$ cat config.mk
export PLATFORM = sky130hd
export DESIGN_NAME = hdpldadapt_cmn_cp_ctrl
export DESIGN_NICKNAME = d
export VERILOG_FILES = /design/src/rtl/hdpldadapt_cmn_cp_ctrl.sv
export SDC_FILE = /design/constraint.sdc
export NUM_CORES = 1
export LEC_CHECK = 0
export ABC_AREA = 0
export CORE_MARGIN = 2
export CORE_UTILIZATION = 42
export DETAILED_ROUTE_END_ITERATION = 10
export PLACE_DENSITY = 0.77
export SETUP_SLACK_MARGIN = 0.15
export SLEW_MARGIN = 0
export SYNTH_ARGS = -nofsm -noshare
export SYNTH_HDL_FRONTEND = slang
export SYNTH_SLANG_ARGS = --single-unit
$ cat constraint.sdc
create_clock -name clk -period 1.5 [get_ports clk]
set_input_delay 0.15 -clock clk [delete_from_list [all_inputs] [get_ports clk]]
set_output_delay 0.15 -clock clk [all_outputs]
set_load 0.03 [all_outputs]
$ cat src/rtl/hdpldadapt_cmn_cp_ctrl.sv
// Round-robin control-word sequencer driving master_out of the control-plane distribution chain.
// Latency: grant 1 cycle after req, ack r_settle_cnt+2 cycles after req; requester holds req until ack.
// Optional settle watchdog enabled by HDPLDADAPT_CP_CTRL_TIMEOUT_EN.
module hdpldadapt_cmn_cp_ctrl #(
  parameter int WIDTH           = 1,
  parameter int NUM_REQ         = 2,
  parameter int CNT_WIDTH       = 5,
  parameter bit ASYNC_RESET_VAL = 1'b0,
  parameter int TIMEOUT         = 255
) (
  input  logic                       clk,
  input  logic                       rst_n,
  input  logic                       srst_n,
  input  logic                       data_enable,
  input  logic                       r_ctrl_en,
  input  logic [CNT_WIDTH-1:0]       r_settle_cnt,
  input  logic [NUM_REQ-1:0]         req,
  input  logic [NUM_REQ*WIDTH-1:0]   req_data,
  output logic [NUM_REQ-1:0]         gnt,
  output logic [NUM_REQ-1:0]         ack,
  output logic [WIDTH-1:0]           master_out,
  output logic                       busy,
  output logic                       timeout_err
);

  localparam int IDXW = (NUM_REQ > 1) ? $clog2(NUM_REQ) : 1;

  typedef enum logic [1:0] {
    IDLE   = 2'd0,
    SETTLE = 2'd1,
    ACK    = 2'd2
  } state_t;

  state_t                r_state, w_state_nxt;
  logic [NUM_REQ-1:0]    r_gnt, w_gnt_nxt;
  logic [NUM_REQ-1:0]    r_ack, w_ack_nxt;
  logic [WIDTH-1:0]      r_mo, w_mo_nxt;
  logic [CNT_WIDTH-1:0]  r_cnt, w_cnt_nxt;
  logic [IDXW-1:0]       r_win, w_win_nxt;
  logic [IDXW-1:0]       r_rr, w_rr_nxt;
  logic                  r_busy, w_busy_nxt;
  logic [IDXW-1:0]       w_pick;
  logic                  w_wd_hit;

  // First requester at or above the rr pointer, wrapping past NUM_REQ-1.
  function automatic logic [IDXW-1:0] rr_pick(input logic [NUM_REQ-1:0] r,
                                              input logic [IDXW-1:0]    p);
    logic [IDXW:0]   s;
    logic [IDXW-1:0] w;
    w = '0;
    for (int i = NUM_REQ - 1; i >= 0; i--) begin
      s = {1'b0, p} + (IDXW+1)'(i);
      if (s >= (IDXW+1)'(NUM_REQ)) s = s - (IDXW+1)'(NUM_REQ);
      if (r[s[IDXW-1:0]]) w = s[IDXW-1:0];
    end
    return w;
  endfunction

  assign w_pick = rr_pick(req, r_rr);

`ifdef HDPLDADAPT_CP_CTRL_TIMEOUT_EN
  localparam int TW = $clog2(TIMEOUT + 1);

  logic [TW-1:0] r_wd, w_wd_nxt;
  logic          r_to_err, w_to_err_nxt;

  assign w_wd_hit = (r_wd == TW'(TIMEOUT - 1));

  // Watchdog is zero outside SETTLE, so it starts from zero on every entry.
  always_comb begin
    w_wd_nxt     = '0;
    w_to_err_nxt = r_to_err;
    if (r_state == SETTLE) begin
      w_wd_nxt = r_wd + 1'b1;
      if (r_cnt != '0 && w_wd_hit) w_to_err_nxt = 1'b1;
    end
  end

  always_ff @(posedge clk or negedge rst_n) begin
    if (!rst_n) begin
      r_wd     <= '0;
      r_to_err <= 1'b0;
    end else if (!srst_n) begin
      r_wd     <= '0;
      r_to_err <= 1'b0;
    end else begin
      r_wd     <= w_wd_nxt;
      r_to_err <= w_to_err_nxt;
    end
  end

  assign timeout_err = r_to_err;
`else
  assign w_wd_hit    = 1'b0;
  assign timeout_err = 1'b0;
`endif

  always_comb begin
    w_state_nxt = r_state;
    w_gnt_nxt   = r_gnt;
    w_ack_nxt   = '0;
    w_mo_nxt    = r_mo;
    w_cnt_nxt   = r_cnt;
    w_win_nxt   = r_win;
    w_rr_nxt    = r_rr;
    case (r_state)
      IDLE: begin
        if (r_ctrl_en && (|req)) begin
          w_state_nxt = SETTLE;
          w_gnt_nxt   = NUM_REQ'(1) << w_pick;
          w_mo_nxt    = req_data[int'(w_pick)*WIDTH +: WIDTH];
          w_cnt_nxt   = r_settle_cnt;
          w_win_nxt   = w_pick;
        end
      end
      SETTLE: begin
        if (r_cnt == '0 || w_wd_hit) begin
          w_state_nxt = ACK;
          w_ack_nxt   = r_gnt;
        end else if (data_enable) begin
          w_cnt_nxt = r_cnt - 1'b1;
        end
      end
      ACK: begin
        w_state_nxt = IDLE;
        w_gnt_nxt   = '0;
        w_rr_nxt    = (int'(r_win) == NUM_REQ - 1) ? '0 : r_win + 1'b1;
      end
      default: begin
        w_state_nxt = IDLE;
        w_gnt_nxt   = '0;
      end
    endcase
    w_busy_nxt = (w_state_nxt != IDLE);
  end

  always_ff @(posedge clk or negedge rst_n) begin
    if (!rst_n) begin
      r_state <= IDLE;
      r_gnt   <= '0;
      r_ack   <= '0;
      r_mo    <= {WIDTH{ASYNC_RESET_VAL}};
      r_cnt   <= '0;
      r_win   <= '0;
      r_rr    <= '0;
      r_busy  <= 1'b0;
    end else if (!srst_n) begin
      r_state <= IDLE;
      r_gnt   <= '0;
      r_ack   <= '0;
      r_mo    <= {WIDTH{ASYNC_RESET_VAL}};
      r_cnt   <= '0;
      r_win   <= '0;
      r_rr    <= '0;
      r_busy  <= 1'b0;
    end else begin
      r_state <= w_state_nxt;
      r_gnt   <= w_gnt_nxt;
      r_ack   <= w_ack_nxt;
      r_mo    <= w_mo_nxt;
      r_cnt   <= w_cnt_nxt;
      r_win   <= w_win_nxt;
      r_rr    <= w_rr_nxt;
      r_busy  <= w_busy_nxt;
    end
  end

  assign gnt        = r_gnt;
  assign ack        = r_ack;
  assign master_out = r_mo;
  assign busy       = r_busy;

endmodule

==> results of run 1 <==
==> power breakdown <==
group          total [mW]  leakage (nW)  switching, mW  internal (mW)
Combinational       0.365         0.327          0.181          0.184
Clock               0.224        0.0177          0.124         0.0994
Sequential          0.471         0.202         0.0335          0.438
Total                1.06         0.546          0.339          0.721
==> through the flow <==
step | std cells | setup TNS (ns) | setup slack (ns) | hold slack, ns
final | 142 | 0 | 0.07019 | 0.1612
after global routing | 142 | 0 | 0.01970 | 0.1806
after CTS | 140 | 0 | 0.05757 | 0.1736
after detailed placement | 132 | -0.1110 | -0.08379 | 0.4404
after global placement | 132 | 0 | 0.02303 | 0.4333
after floorplan | 85 | 0 | 0.1557 | -0.1456
==> logic make-up after synthesis <==
family,synth area share
flops,0.4695
buf+inv,0.05947
mux,0.02504
simple gates,0.2050
other cells,0.004690
compound gates,0.2207
fa+ha+maj,0.01565
==> final timing paths <==
path,startpoint,to,cells past startpoint
setup / recovery,r_cnt[0],r_cnt[2],7
hold / removal,rst_n,r_cnt[3],2
setup reg to reg,r_cnt[0],r_cnt[2],7
hold reg to reg,r_win,r_rr,1
max in group asynchronous,rst_n,r_state[0],2
min in group clk,r_win,r_rr,1
==> routing by layer <==
metal  GRT usage  share of wire  vias to the layer above
li1            -              -                      369
met1      0.2388           0.42                      333
met2      0.2784           0.49                       26
met3     0.04528          0.066                        4
met4     0.09730          0.027                        0
met5           0              0                        -
==> sequential cells by signal (all words and copies together), names as in the netlist <==
register and count:
gnt 2, r_win 1, ack 2, r_cnt 5, busy 1, master_out 1, r_state 2, r_rr 1
==> placed cells by master, fill, tap and decap left out, drive strengths merged, types with 2 or more instances in the layout <==
master,count
a211oi,2
a21oi,6
a32oi,2
and2,3
buf,12
clkbuf,3
clkdlybuf4s50,13
dfrtp,15
dlygate4sd2,6
inv,8
mux2i,2
nand2,4
nand3,2
nor2,12
nor3,4
o21ai,8
o311ai,2
==> area by class of cell <==
class / instances / area [µm²]
timing repair buffer: 31 / 272.8
inverter: 8 / 30.03
tap: 25 / 31.28
clock inverter: 1 / 5.005
sequential: 15 / 376.6
multi-input combinational: 59 / 399.1
clock buffer: 3 / 22.52
fill: 155 / 626.9
==> timing repair <==
action,in CTS,in global routing
resized for setup,7,3
pin swaps,8,2
setup endpoints to repair,12,10
setup buffers,4,2
==> run_results.csv, run 1 <==
group,metric,value,unit
pwr,irDropWorstVdd,0.0006654,V
setup_path,worstPathCellList,"inv_2 -> ha_4 -> nor4b_4 -> buf_4 -> nor2_4 -> a32oi_1 -> o21ai_1",
timing,skew,0.004741,ns
synth,avgSynthCellArea,9.406,µm²
clock_tree,htree_levels,1,
layout,nNetsFinal,133,
synth,async_reset_ff_frac,1.000,
timing,finalCritPeriodShare,0.9532,
timing,rsz0062_at_grt,"yes",
floorplan,row_count,15,
synth,synthTopCellsByArea,"dfrtp_1, nor2_1, a21oi_1, inv_1, o21ai_0",
place,place.gp.congestion,0.8053,
setup_path,startpoint_type,"flop",
clock_tree,clk_latency,0.29,ns
synth,synth_area,799.5,µm²
global_routing,antenna_found_initial,0,
synth,yosysMostFrequentCell,"dfrtp_1",
synth,synthCells,85,
clock_tree,cts_hold_buf,0,
synth,ys_seq_area_frac,0.4695,
clock_tree,root_buffer,"clkbuf_4",
synth,synthFlopType,"dfrtp_1",
synth,yosysWarnings,0,
synth,yosys-top-cells-count,"dfrtp_1, nor2_1, inv_1",
setup_path,r2r_slack,0.07,ns
setup_path,crit_type,"flop to flop",
drt,vias,732,
floorplan,core_area,1764,µm²
timing,hold_viol,0,
synth,yosysUniqueCellTypes,30,
drt,drc_errors,0,
global_routing,grt_pass1_wl,2.808,mm
setup_path,crit_fanout,4,
setup_path,endpoint_kind,"flop",
global_routing,grt_max_degree,16,
timing,setup_viol,0,
setup_path,critical_path_buf_inv_count,2,
synth,ys_seq_elements,15,
timing,period_minus_slack,1.430,ns
floorplan,die_h,47.63,µm
synth,synth.net_count,100,
drt,drt-vias-per-instance,5.155,
drt,drt_iter0_drc,20,
place,numPortBuffers,19,
layout,diodes,0,
setup_path,crit_slowest_cell,"dfrtp_1",
synth,synth_largest_area_cell,"dfrtp_1",
clock_tree,cts_tree,"yes",
layout,final_core_util,0.6447,
layout,layout-drive-gt1-share,0.2308,
run,cap_viol_max_count,0,
pwr,power.total,1.060,mW
clock_tree,numCtsBuffers,3,
outcome,status,"completed",
timing,slew_viol_final,0,
setup_path,max_stage_delay,0.39,ns
floorplan,initial_core_util,0.4532,
floorplan,die_x,47.63,µm
clock_tree,clockBufferDepth,2,
global_routing,gr-total-overflow,0,
setup_path,crit_required,1.67,ns
place,dpl_cell_area,1061,µm²
worst_hold_path,hp-class,"input port to asynchronous set/reset pin",
synth,synth_top_area_frac,0.4695,
drt,drt_wl_total,1.768,mm
clock_tree,clock-sinks,15,
layout,fin_area,1137,µm²
pwr,p_leak,0.5462,nW
place,dpl.hpwl,1.348,mm
floorplan,die_area,2269,µm²
timing,fmaxAchievable,0.6994,GHz
global_routing,grt_pass1_vias,637,
setup_path,crit_family,"flip-flops",
global_routing,grt_util_all_layers,0.1824,
drt,postRouteAntennaNets,0,
layout,syn_to_final_growth,42.25,%
drt,wire_per_inst,12.45,µm
clock_tree,clk_pin_slew,0.08,ns
pwr,p_per_area,932.2,nW/µm²
synth,synth-edff-count,0,
setup_path,cp.arrival,1.60,ns
drt,drtPass1Iterations,4,
floorplan,io_pins,21,
(Power assumes the default switching activity.)
==> run 2, diff against run 1 <==
Settings changed: CTS_CLUSTER_DIAMETER set to 120.
==> results of run 2 <==
Same layout as run 1: the final DEF is identical, and so are final timing and power.
